## src/rtl/fa_pkg.sv

```systemverilog
// Shared constants and helpers for the chunked, carry-pipelined adder.
package fa_pkg;

   localparam int FA_WIDTH  = 16;
   localparam int FA_STAGES = 4;

   function automatic int fa_cw(input int width, input int stages);
      return width / stages;
   endfunction

endpackage

```

## src/rtl/fa_stage.sv

```systemverilog
// One pipeline slice: adds operand chunk IDX with the incoming registered carry and
// carries the not-yet-added operand chunks and the already-finished sum chunks with it.
module fa_stage
   import fa_pkg::*;
#(
   parameter int WIDTH = FA_WIDTH,
   parameter int CW    = fa_cw(FA_WIDTH, FA_STAGES),
   parameter int IDX   = 0
) (
   input  logic             clk,
   input  logic             rst_n,
   input  logic             i_en,
   input  logic             i_vld,
   input  logic             i_c,
   input  logic [WIDTH-1:0] i_a,
   input  logic [WIDTH-1:0] i_b,
   input  logic [WIDTH-1:0] i_s,
   output logic             o_vld,
   output logic             o_c,
   output logic [WIDTH-1:0] o_a,
   output logic [WIDTH-1:0] o_b,
   output logic [WIDTH-1:0] o_s
);

   logic [CW:0]      w_add;
   logic [WIDTH-1:0] w_s;

   logic             r_vld;
   logic             r_c;
   logic [WIDTH-1:0] r_a;
   logic [WIDTH-1:0] r_b;
   logic [WIDTH-1:0] r_s;

   always_comb begin
      w_add = {1'b0, i_a[IDX*CW +: CW]} + {1'b0, i_b[IDX*CW +: CW]} + {{CW{1'b0}}, i_c};
      w_s   = i_s;
      w_s[IDX*CW +: CW] = w_add[CW-1:0];
   end

   // Data is cleared too so that s/co/ov read as zero straight out of reset.
   always_ff @(posedge clk or negedge rst_n) begin
      if (!rst_n) begin
         r_vld <= 1'b0;
         r_c   <= 1'b0;
         r_a   <= '0;
         r_b   <= '0;
         r_s   <= '0;
      end else if (i_en) begin
         r_vld <= i_vld;
         r_c   <= w_add[CW];
         r_a   <= i_a;
         r_b   <= i_b;
         r_s   <= w_s;
      end
   end

   assign o_vld = r_vld;
   assign o_c   = r_c;
   assign o_a   = r_a;
   assign o_b   = r_b;
   assign o_s   = r_s;

endmodule

```

## src/rtl/fa_pipe.sv

```systemverilog
// Pipelined add/subtract: WIDTH bits split into STAGES chunks, one chunk per stage,
// with a single advance enable giving valid/ready flow control on both sides.
module fa_pipe
   import fa_pkg::*;
#(
   parameter int WIDTH  = FA_WIDTH,
   parameter int STAGES = FA_STAGES
) (
   input  logic             clk,
   input  logic             rst_n,
   input  logic             in_valid,
   output logic             in_ready,
   input  logic [WIDTH-1:0] a,
   input  logic [WIDTH-1:0] b,
   input  logic             ci,
   input  logic             sub,
   output logic             out_valid,
   input  logic             out_ready,
   output logic [WIDTH-1:0] s,
   output logic             co,
   output logic             ov
);

   localparam int CW = fa_cw(WIDTH, STAGES);

   logic             w_en;
   logic             w_vld [0:STAGES];
   logic             w_c   [0:STAGES];
   logic [WIDTH-1:0] w_a   [0:STAGES];
   logic [WIDTH-1:0] w_b   [0:STAGES];
   logic [WIDTH-1:0] w_s   [0:STAGES];

   assign w_en     = ~out_valid | out_ready;
   assign in_ready = w_en;

   // Subtraction is a + ~b + 1, so b is inverted once here and carried inverted.
   assign w_vld[0] = in_valid;
   assign w_c[0]   = sub ? 1'b1 : ci;
   assign w_a[0]   = a;
   assign w_b[0]   = sub ? ~b : b;
   assign w_s[0]   = '0;

   generate
      for (genvar k = 0; k < STAGES; k++) begin : g_stage
         fa_stage #(
            .WIDTH (WIDTH),
            .CW    (CW),
            .IDX   (k)
         ) u_stage (
            .clk   (clk),
            .rst_n (rst_n),
            .i_en  (w_en),
            .i_vld (w_vld[k]),
            .i_c   (w_c[k]),
            .i_a   (w_a[k]),
            .i_b   (w_b[k]),
            .i_s   (w_s[k]),
            .o_vld (w_vld[k+1]),
            .o_c   (w_c[k+1]),
            .o_a   (w_a[k+1]),
            .o_b   (w_b[k+1]),
            .o_s   (w_s[k+1])
         );
      end
   endgenerate

   assign out_valid = w_vld[STAGES];
   assign s         = w_s[STAGES];
   assign co        = w_c[STAGES];
   assign ov        = (w_a[STAGES][WIDTH-1] == w_b[STAGES][WIDTH-1]) &&
                      (w_s[STAGES][WIDTH-1] != w_a[STAGES][WIDTH-1]);

endmodule

```

## config.mk

```make
export PLATFORM = sky130hd
export DESIGN_NAME = fa_pipe
export DESIGN_NICKNAME = d
export VERILOG_FILES = /design/src/rtl/fa_pkg.sv /design/src/rtl/fa_stage.sv /design/src/rtl/fa_pipe.sv
export SDC_FILE = /design/constraint.sdc
export NUM_CORES = 1
export LEC_CHECK = 0
export BUFFER_PORTS_ARGS = -buffer_cell sky130_fd_sc_hd__buf_4
export CORE_UTILIZATION = 42
export CTS_CLUSTER_SIZE = 8
export DETAILED_ROUTE_END_ITERATION = 8
export GPL_TIMING_DRIVEN = 0
export PLACE_DENSITY = 0.64
export SETUP_SLACK_MARGIN = 0.4
export SYNTH_ARGS = -nofsm -noshare
export SYNTH_HDL_FRONTEND = slang
export SYNTH_SLANG_ARGS = --single-unit
```

## constraint.sdc

```tcl
create_clock -name clk -period 2.11 [get_ports clk]
set_clock_uncertainty 0.15 [all_clocks]
set_input_delay 0.211 -clock clk [delete_from_list [all_inputs] [get_ports clk]]
set_output_delay 0.211 -clock clk [all_outputs]
set_load 0.02 [all_outputs]
```

* After elaboration in Yosys (flattened, before gate mapping)
Cells that the tools add are included.
** Storage, ports and cells
- Register bits :: 176
- Input bits :: 38
- Output and inout bits :: 20
** Cells by class
- Eq/ne operators :: 2
- Bitwise gates (word level) :: 3
- Mux-type cells :: 2
- Reductions and logical operators :: 1
- Add/sub/neg operators :: 8
** Operators with widths (number)
- 4-bit by 4-bit adder with 5-bit output :: 4
- 5-bit by 1-bit adder with 5-bit output :: 4
- 16-bit 2-to-1 mux :: 1
- 16-bit NOT :: 1
- 1-bit == test :: 1
- 1-bit logical AND :: 1
- 1-bit 2-to-1 mux :: 1
- 1-bit != test :: 1
- 1-bit NOT :: 1
- 1-bit OR :: 1

* Logic depth before layout (Yosys ltp)
Gate-level depths: netlist of run 1.
- Depth after elaboration :: 4
- Depth in mapped cells :: 8

* Modules after synthesis
From an unflattened synthesis of run 1, not the netlist that was laid out.
** Unflattened totals
- Cell total of the unflattened synthesis :: 532
- Area total of the unflattened synthesis :: 8374.3 um2
** Modules (own cells, without submodules)
- fa_stage at g_stage[0].u_stage ... :: instances 2, cells an instance 127, area an instance 2044.5 um2
- fa_stage at g_stage[1].u_stage ... :: instances 2, cells an instance 127, area an instance 2040.7 um2
- fa_pipe :: instances 1, cells an instance 24, area an instance 203.9 um2

* Worst setup path after synthesis of run 1
Ideal clock, no wire load.
- Path type :: input -> register
- From :: input sub
- To :: register g_stage[0].u_stage.r_c
- Slack :: -0.223 ns
- Data arrival time :: 2.050 ns
- Required time :: 1.827 ns
- Buffers on the path :: 2
- Cell stages on the path :: 8
- Setup time :: 0.133 ns
- Cells stage by stage :: buf_4 buf_6 or2_2 fa_1 fa_1 a21o_1 a211oi_1 a21oi_1
** On the way
- Longest elaborated chain between the ends :: 3
- Elaborated cells on any way between the ends :: 4
- Those cells by class :: add/sub (2); mux (2)
** Ends and longest elaborated chain
- start: declaration :: RTL line fa_pipe.sv:16 : input logic sub,
- 16-bit 2-to-1 mux :: RTL line fa_pipe.sv:40 : assign w_b[0] = sub ? ~b : b;
- 4-bit by 4-bit adder with 5-bit output :: RTL line fa_stage.sv:35 : w_add = {1'b0, i_a[IDX*CW +: CW]} + {1'b0, i_b[IDX*CW +: CW]} + {{CW{1'b0}}, i_c};
- 5-bit by 1-bit adder with 5-bit output (*) :: RTL line fa_stage.sv:35
- end signal: assignment :: RTL line fa_stage.sv:50 : r_c <= w_add[CW];
- end: declaration :: RTL line fa_stage.sv:29 : logic r_c;
Every way passes the cells marked *; elsewhere a longest branch is shown, timed or not.
A chain may end at the register's enable or synchronous reset.

* Worst setup path in the final report of run 1
- From :: register g_stage[1].u_stage.r_c
- To :: register g_stage[2].u_stage.r_c
** On the way
- Longest elaborated chain between the ends :: 1
** Ends and longest elaborated chain (RTL line)
- start: declaration :: fa_stage.sv:29
- start signal: assignment :: fa_stage.sv:50
- 5-bit by 1-bit adder with 5-bit output :: fa_stage.sv:35
- end signal: assignment :: fa_stage.sv:50
- end: declaration :: fa_stage.sv:29
No other way between the ends.

==> results of run 1 <==
## worst paths after layout
check                      slack (ns)                      from  cells past startpoint                   endpoint
min in group asynchronous        0.36                     rst_n                      2  g_stage[2].u_stage.o_s[6]
max in group asynchronous        0.87                     rst_n                      2  g_stage[0].u_stage.o_b[4]
hold / removal                   0.02                       sub                      4  g_stage[0].u_stage.o_b[5]
setup / recovery                 0.28    g_stage[1].u_stage.o_c                      5     g_stage[2].u_stage.o_c
setup reg to reg                 0.28    g_stage[1].u_stage.o_c                      5     g_stage[2].u_stage.o_c
hold reg to reg                  0.31  g_stage[2].u_stage.o_vld                      2   g_stage[2].u_stage.o_vld
## power breakdown
group | internal, W | switching, W | total, W | leakage (nW)
registers | 0.00271 | 0.000496 | 0.00321 | 1.18
logic | 0.00143 | 0.00172 | 0.00315 | 1.57
clock network | 0.000670 | 0.000651 | 0.00132 | 0.103
## through the flow
step | setup WS [ns] | util, %
after CTS | 0.2770 | 55.77
after floorplan | -0.04531 | -
after global placement | -0.1253 | 50.42
final | 0.2825 | 56.38
after global routing | 0.1935 | 56.38
after detailed placement | -0.1665 | 50.42
## critical path, stage by stage, from the launching register on
cell and delay, ns:
dfrtp_1 0.41, fa_2 0.42, fa_2 0.36, a21o_1 0.17, a21oi_2 0.15, a21oi_2 0.06
## flip-flops by register name, summed over array words and instances, names as in the netlist
| register | count |
|---|---|
| g_stage.u_stage.o_s | 40 |
| g_stage.u_stage.o_a | 25 |
| g_stage.u_stage.o_b | 25 |
| g_stage.u_stage.o_c | 4 |
| g_stage.u_stage.o_vld | 4 |
## cells by family after synthesis
family / share of synthesized area [%]
AO/OA/AOI/OAI: 6.363
adder cells (fa/ha/maj): 7.108
flip-flops: 56.18
XOR/XNOR: 4.213
buffers and inverters: 4.958
AND/OR/NAND/NOR: 21.18
## layout by cell type, fill, tap and decap left out, types with 2 or more instances in the layout
cell type / synthesis / final
a21oi_2: 4 / 8
xor2_1: 9 / 8
buf_8: 0 / 2
o21a_1: 2 / 2
buf_12: 0 / 2
o21ai_1: 6 / 15
clkinvlp_4: 0 / 2
clkbuf_8: 0 / 9
inv_2: 1 / 2
o21ai_0: 22 / 13
dlygate4sd3_1: 0 / 25
clkbuf_1: 2 / 3
a21oi_1: 7 / 3
nand2_1: 224 / 224
nor2b_2: 0 / 2
a21o_1: 5 / 5
nor2_1: 9 / 9
dfrtp_1: 98 / 98
buf_6: 6 / 4
xnor2_1: 12 / 11
ha_1: 12 / 12
fa_2: 0 / 8
buf_2: 8 / 8
inv_1: 10 / 9
buf_4: 8 / 71
bufinv_16: 0 / 2
## what timing repair did
action	4_1_cts	5_1_grt
hold buffers	25	0
buffers inserted	4	5
hold endpoints to repair	44	0
resized for setup	11	12
pin swaps	7	7
setup endpoints to repair	11	111
## metal layers
| metal | global-route usage, % | vias to the layer above | wire [um] |
|---|---|---|---|
| li1 | - | 1632 | - |
| met1 | 24.52 | 1560 | 4300 |
| met2 | 30.90 | 53 | 4393 |
| met3 | 4.135 | 9 | 304 |
| met4 | 3.980 | 0 | 103 |
| met5 | 0 | - | 0 |
## cell type report
class / instances / area [um^2] / area share (%)
sequential: 98 / 2452 / 43.90
clock inverter: 6 / 88.84 / 1.590
inverter: 11 / 41.29 / 0.7391
tap: 133 / 166.4 / 2.979
timing repair buffer: 90 / 742.0 / 13.28
multi-input combinational: 329 / 1764 / 31.58
buffer: 24 / 203.9 / 3.651
clock buffer: 10 / 127.6 / 2.284
==> run metrics, run 1 <==
Longest Clk Path Bufs=2; Final GP Congestion=a little under 0.8; wire length of the first global-routing pass=15,650 um; critical path capture point type=flop; top-level port count=between 50 and 60; placed insts=651; Synth Warn #=0; I/O Buffers=56; n_diodes=0; vias in the first global route=~3.2k; TritonCTS buffer count=9; setup violators final=0; post-route ant nets=0; Iteration-0 DRC Markers=126; TritonCTS clock tree=done; die area=0.01081 mm^2; RSZ-0062 raised after global routing=yes; Avg Inst Size Synth=9.449 um^2; Tcrit/Tclk final=slightly below 90%; first drt pass iteration count=4; Tmin final=1.827 ns; Initial Util=around 44%; number of max-cap violations=0; Worst Path Max Fanout=2; top cells by count, synth=nand2_1, dfrtp_1, o21ai_0, ha_1, xnor2_1; gr usage total=~18%; Cell Area, Synth=0.004365 mm^2; Worst EP required=2.22 ns; Vias per Instance=4.642; Placed Area=0.004996 mm^2; area grow syn2layout=27.97%; routed wire length=9101 um; transition time of the tightest slew-check pin=approximately 0.88 ns; worst path arrival time=approximately 1.9 ns; async set-reset flop share out of synthesis=100.0%; initial antenna violation count=0; power per cell area=1375 mW/mm^2; Fmax=around 550 MHz; largest net degree at the start of global routing=99; layout net count=621; top-count cell post-synth=nand2_1; Mapped Cells=462; element type at the critical path start=flop; Clock Sinks=just under 100; synth unique cells=26; Finished Cell Area=roughly 0.0056 mm^2; leakage dissipation=2.857 nW; global route overflow=0; Die Span X=just over 100 um; Hold Vio Cnt, Final=0; Synth top area share=56.18%; H-Tree Depth=3; ys flop type=dfrtp_1; Power Total=0.007681 W; Mapped Nets=520; register area share after synthesis=56.18%; hold crit path type=in2reg; final cell count without fillers=701; Worst slew margin=41.58%; Die H=104.0 um; post-DP HPWL=6227 um; clk root buf=clkbuf_8; share of layout cells above drive strength 1=22.54%; fill count=910; crit path kind=reg2reg; Max Slew Vio Count=0; area leader, netlist=dfrtp_1; worst hold slack=0.01547 ns; core footprint=0.009910 mm^2; number of flops mapped to enable cells by yosys=0; Worst-Skew Late Latency=0.36 ns; Max rail drop VDD=0.7184 mV; status=finished clean; ranking of synthesized cells by area=dfrtp_1, nand2_1, fa_1, ha_1, o21ai_0; via count=3,254; Clock transition at path regs=0.09 ns; drt drc=0; Rows=36; FF+latch count, synth=between 90 and 100; wire per inst=12.98 um; setup_tns=0 ns
Note: power is estimated with default switching activity, not from simulation.
==> inputs of run 2 (changes only) <==
Settings changed: CORE_UTILIZATION 42 to 53, CTS_BUF_LIST set to sky130_fd_sc_hd__clkbuf_8, PLACE_DENSITY 0.64 to 0.77, TNS_END_PERCENT set to 5.
==> run 2 against run 1 <==
Wire length grew 1.5%. Setup slack lost 0.013 ns. Global-route usage grew 5.4 points. Core utilization grew 14 points. First-iteration DRC count grew 5.6%. Via count grew 0.34%. Sequential power is essentially flat. Die area shrank 20%. Critical path type unchanged. Critical endpoint unchanged.
==> run metrics, run 2 (synthesis results as in run 1) <==
Worst Path Max Fanout=2 (unchanged); Final GP Congestion=0.8058 (+3.7%); WP buf/inv=0 (unchanged); post-DP HPWL=6193 um (-0.55%); most frequent cells in the layout=nand2_1, dfrtp_1, buf_4, dlygate4sd3_1, o21ai_0; element type at the critical path start=flop; RSZ-0062 raised after global routing=yes; worst path arrival time=1.95 ns (+0.02 ns); core footprint=0.007848 mm^2 (-21%); worst hold slack=0.01634 ns (+0.0008691 ns); Power Total=0.007743 W (+0.80%); flop2flop setup slack=0.27 ns (about the same); Iteration-0 DRC Markers=133 (+5.6%); Clock Sinks=98 (unchanged); via count=3,265 (+0.34%); I/O Buffers=56 (unchanged); layout net count=620 (-0.16%); R2R depth=5 (unchanged); footprint of the multi-input gates=0.001725 mm^2 (-2.2%); wire per inst=13.83 um (+6.6%); critical path capture point type=flop; FF/Latch Area=0.002452 mm^2 (unchanged); area grow syn2layout=26.63%; Placed Area=0.004942 mm^2 (-1.1%); drt drc=0 (unchanged); Tcrit/Tclk final=87.22% (+0.61 points); leakage dissipation=2.857 nW (about the same); Clock transition at path regs=0.09 ns (about the same); number of max-cap violations=0 (unchanged); status=finished clean; global route overflow=0 (unchanged); Fmax=543.4 MHz (-0.70%); TritonCTS clock tree=done; power per cell area=1401 mW/mm^2 (+1.9%); Worst-Skew Late Latency=0.36 ns (about the same); most common cell after layout, fill and taps aside=nand2_1; initial antenna violation count=0 (unchanged); fill count=614 (-33%); transition time of the tightest slew-check pin=1.198 ns (+0.3214 ns); TritonCTS buffer count=9 (unchanged); Max Slew Vio Count=0 (unchanged); Worst slew margin=20.15% (-21 points); largest net degree at the start of global routing=99 (unchanged); max reg flops=40 (unchanged); Worst Setup EP=g_stage[2].u_stage.o_c; gr usage total=23.88% (+5.4 points); origin of the worst setup path=g_stage[1].u_stage.o_c; Max rail drop VDD=0.7518 mV (+4.7%); worst-path cell chain=fa_2, fa_2, a21o_1, a21oi_2, a21oi_2; Die H=92.76 um (-11%); H-Tree Depth=3 (unchanged); Initial Util=55.63% (+12 points); routed wire length=9241 um (+1.5%); wire length of the first global-routing pass=15,540 um (-0.71%); top-level port count=58 (unchanged); Hold Vio Cnt, Final=0 (unchanged); Crit-path slowest cell=fa_2; Worst EP required=2.21 ns (about the same); post-route ant nets=0 (unchanged); share of layout cells above drive strength 1=21.20% (-1.3 points); Longest Clk Path Bufs=2 (unchanged); clk root buf=clkbuf_8; n_diodes=0 (unchanged); setup violators final=0 (unchanged); slowest stage delay, CP=0.42 ns (about the same); die area=0.008603 mm^2 (-20%); vias in the first global route=3,283 (+2.2%); Die Span X=92.76 um (-11%); post-route setup slack=0.2696 ns (-0.01296 ns); hold crit path type=in2reg; final core occ=70.44% (+14 points); reg2reg end=g_stage[2].u_stage.o_c; crit path kind=reg2reg; Tmin final=1.840 ns (+0.01296 ns); WP depth=5 (unchanged); Vias per Instance=4.888 (+5.3%); Finished Cell Area=0.005528 mm^2 (-1.1%); Rows=32 (-11%); first drt pass iteration count=4 (unchanged); Crit path max-delay family=adder cells; RR Startpoint=g_stage[1].u_stage.o_c; pre-CTS setup slack=-0.1540 ns (+0.01242 ns)
run 2: per-stage QoR:
step,setup TNS [ns],std cells
6_report,0,668
5_1_grt,0,668
4_1_cts,0,661
3_5_place_dp,-0.1540,620
3_3_place_gp,-0.1194,620
2_1_floorplan,-0.04614,462
run 2: worst min-delay path, delay by kind of cell:
family | cells | cell delay, ns
xor+xnor | 1 | 0.07
compound gates | 1 | 0.05
buf+inv | 1 | 0.11
simple gates | 1 | 0.05
run 2: per-layer routing:
layer	part of all wire [%]	vias to the layer above	global-route usage, %
met1	45	1573	30.50
met5	0	-	0
met4	0.84	0	6.923
li1	-	1630	-
met3	3.4	8	4.023
met2	51	54	41.85
run 2: report_power, final:
part	total, W	leakage, nW	switching [W]	internal [W]
clock network	0.00144	0.118	0.000626	0.000811
registers	0.00320	1.18	0.000491	0.00271
logic	0.00310	1.55	0.00172	0.00138
total	0.00774	2.86	0.00284	0.00491
run 2: how the worst min path moves through the flow:
stage | from | endpoint | depth (start not counted)
final | sub | g_stage[0].u_stage.o_b[4] | 4
after global routing | sub | g_stage[0].u_stage.o_b[5] | 4
after CTS | sub | g_stage[0].u_stage.o_b[4] | 4
after detailed placement | a[12] | g_stage[0].u_stage.o_a[12] | 3
after global placement | a[15] | g_stage[0].u_stage.o_a[15] | 3
after floorplan | rst_n | g_stage[0].u_stage.o_a[10] | 0
run 2: repair_timing:
item / 4_1_cts / 5_1_grt
pin swaps: 2 / 6
gates cloned: 0 / 0
hold endpoints to repair: 122 / 0
hold buffers: 25 / 0
resized for setup: 4 / 12
buffers inserted: 1 / 7
setup endpoints to repair: 11 / 112
run 2: final cells by class:
cell class | count | share of cell area, %
clock inverters | 5 | 1.856
plain buffers | 24 | 3.689
well taps | 102 | 2.309
multi-input cells | 329 | 31.21
repair buffers | 89 | 13.29
flip-flops and latches | 98 | 44.36
clock buffers | 10 | 2.490
inverters | 11 | 0.7922
==> inputs of run 3 (changes only) <==
Settings changed: HOLD_SLACK_MARGIN set to 0.08.
==> run 3 against run 2 <==
Global-route usage increased by 0.20 points. Setup slack better by 0.0021 ns. Combinational power about the same. Maximum frequency grew 0.11%. First-iteration DRC count increased by 11%. Cell count rose by 1.2%. Via count increased by 1.8%. Sequential share of layout area shrank 0.63 points. Clock power about the same. Worst hold slack better by 0.074 ns. Critical endpoint unchanged. Largest power group unchanged.
==> run metrics, run 3 (synthesis results as in run 1) <==
TritonCTS clock tree=done; via count=3,324 (+1.8%); die area=0.008603 mm^2 (unchanged); slowest stage delay, CP=0.42 ns (about the same); layout net count=628 (+1.3%); Worst slew margin=20.82% (+0.67 points); largest net degree at the start of global routing=99 (unchanged); leakage dissipation=2.890 nW (+1.2%); Clock transition at path regs=0.09 ns (about the same); drt drc=0 (unchanged); crit path kind=reg2reg; power per cell area=1387 mW/mm^2 (-0.97%); post-DP HPWL=6193 um (unchanged); most frequent cells in the layout=nand2_1, dfrtp_1, buf_4, dlygate4sd3_1, o21ai_0; Final GP Congestion=0.8058 (unchanged); worst hold slack=0.09037 ns (+0.07403 ns); routed wire length=9403 um (+1.8%); final cell count without fillers=676 (+1.2%); Vias per Instance=4.917 (+0.60%); Worst EP required=2.22 ns (about the same); global route overflow=0 (unchanged); wire length of the first global-routing pass=15,670 um (+0.84%); Crit path max-delay family=adder cells; wire per inst=13.91 um (+0.55%); core footprint=0.007848 mm^2 (unchanged); TritonCTS buffer count=9 (unchanged); Iteration-0 DRC Markers=148 (+11%); share of layout cells above drive strength 1=20.91% (-0.30 points); Crit-path slowest cell=fa_2; n_diodes=0 (unchanged); Die H=92.76 um (unchanged); most common cell after layout, fill and taps aside=nand2_1; worst-path cell chain=fa_2, fa_2, a21o_1, a21oi_2, a21oi_2; worst path arrival time=1.94 ns (about the same); max reg flops=40 (unchanged); Worst Path Max Fanout=2 (unchanged); Tmin final=1.838 ns (-0.002074 ns); Clock Sinks=98 (unchanged); top-level port count=58 (unchanged); vias in the first global route=3,299 (+0.49%); critical path capture point type=flop; Tcrit/Tclk final=87.13% (-0.098 points); transition time of the tightest slew-check pin=1.188 ns (-0.01006 ns); hold crit path type=in2reg; Initial Util=55.63% (unchanged); H-Tree Depth=3 (unchanged); Die Span X=92.76 um (unchanged); Max rail drop VDD=0.7539 mV (+0.28%); area grow syn2layout=28.46%; number of max-cap violations=0 (unchanged); I/O Buffers=56 (unchanged); gr usage total=24.08% (+0.20 points); Max Slew Vio Count=0 (unchanged); first drt pass iteration count=4 (unchanged); post-route ant nets=0 (unchanged); placed insts=620 (unchanged); initial antenna violation count=0 (unchanged); clk root buf=clkbuf_8; RSZ-0062 raised after global routing=yes; status=finished clean; Rows=32 (unchanged); Longest Clk Path Bufs=2 (unchanged); setup violators final=0 (unchanged); element type at the critical path start=flop; WP buf/inv=0 (unchanged); Hold Vio Cnt, Final=0 (unchanged); Worst-Skew Late Latency=0.36 ns (about the same); Fmax=544.0 MHz (+0.11%)
run 3: layer usage:
layer / up-vias / part of all wire [%] / track usage (%)
li1: 1644 / - / -
met2: 65 / 51 / 42.22
met3: 13 / 3.3 / 4.269
met4: 0 / 1.5 / 7.692
met1: 1602 / 44 / 30.30
met5: - / 0 / 0
run 3: path summary, 6_finish.rpt:
kind	cells past startpoint	slack, ns	to	startpoint
worst max-delay path	5	0.27	g_stage[2].u_stage.o_c	g_stage[1].u_stage.o_c
worst min-delay path	4	0.09	g_stage[0].u_stage.o_s[0]	a[0]
max in group asynchronous	2	0.58	g_stage[2].u_stage.o_vld	rst_n
worst min register to register	2	0.32	g_stage[2].u_stage.o_s[1]	g_stage[2].u_stage.o_s[1]
min in group asynchronous	2	0.46	g_stage[3].u_stage.o_s[5]	rst_n
worst max register to register	5	0.27	g_stage[2].u_stage.o_c	g_stage[1].u_stage.o_c
run 3: what timing repair did:
action,in CTS,in global routing
hold buffers,33,0
endpoints found under the hold margin,123,0
setup endpoints to repair,11,112
buffers inserted,1,7
pin swaps,2,6
gates cloned,0,0
resized for setup,4,12
run 3: per-stage QoR:
step           utilization, %  instance area (um^2)  total power [W]  TNS [ns]  setup WS [ns]
2_1_floorplan               -                  4394         0.005159  -0.04614       -0.04614
3_3_place_gp            62.98                  4942         0.006007   -0.1194        -0.1194
3_5_place_dp            62.98                  4942         0.006166   -0.1540        -0.1540
4_1_cts                 70.50                  5533         0.007714         0         0.2515
5_1_grt                 71.46                  5608         0.008357         0         0.2166
6_report                71.46                  5608         0.007779         0         0.2717
run 3: worst min-delay path, cell delays in order:
cell and delay (ns):
buf_4 0.09, fa_2 0.18, nand2_1 0.04, nand2_1 0.05
run 3: report_power, final:
group	total, W	leakage, nW	switching (W)	internal [W]
Combinational	0.00313	1.59	0.00173	0.00140
Clock	0.00144	0.118	0.000626	0.000811
Sequential	0.00321	1.18	0.000495	0.00271
Total	0.00778	2.89	0.00285	0.00493
run 3: cell type report:
| cell class | instances | area [um^2] |
|---|---|---|
| tap | 102 | 127.6 |
| timing repair buffer | 97 | 814.5 |
| multi-input combinational | 329 | 1725 |
| clock buffer | 10 | 137.6 |
| fill | 598 | 2240 |
| buffer | 24 | 203.9 |
| clock inverter | 5 | 102.6 |
| sequential | 98 | 2452 |
| inverter | 11 | 43.79 |
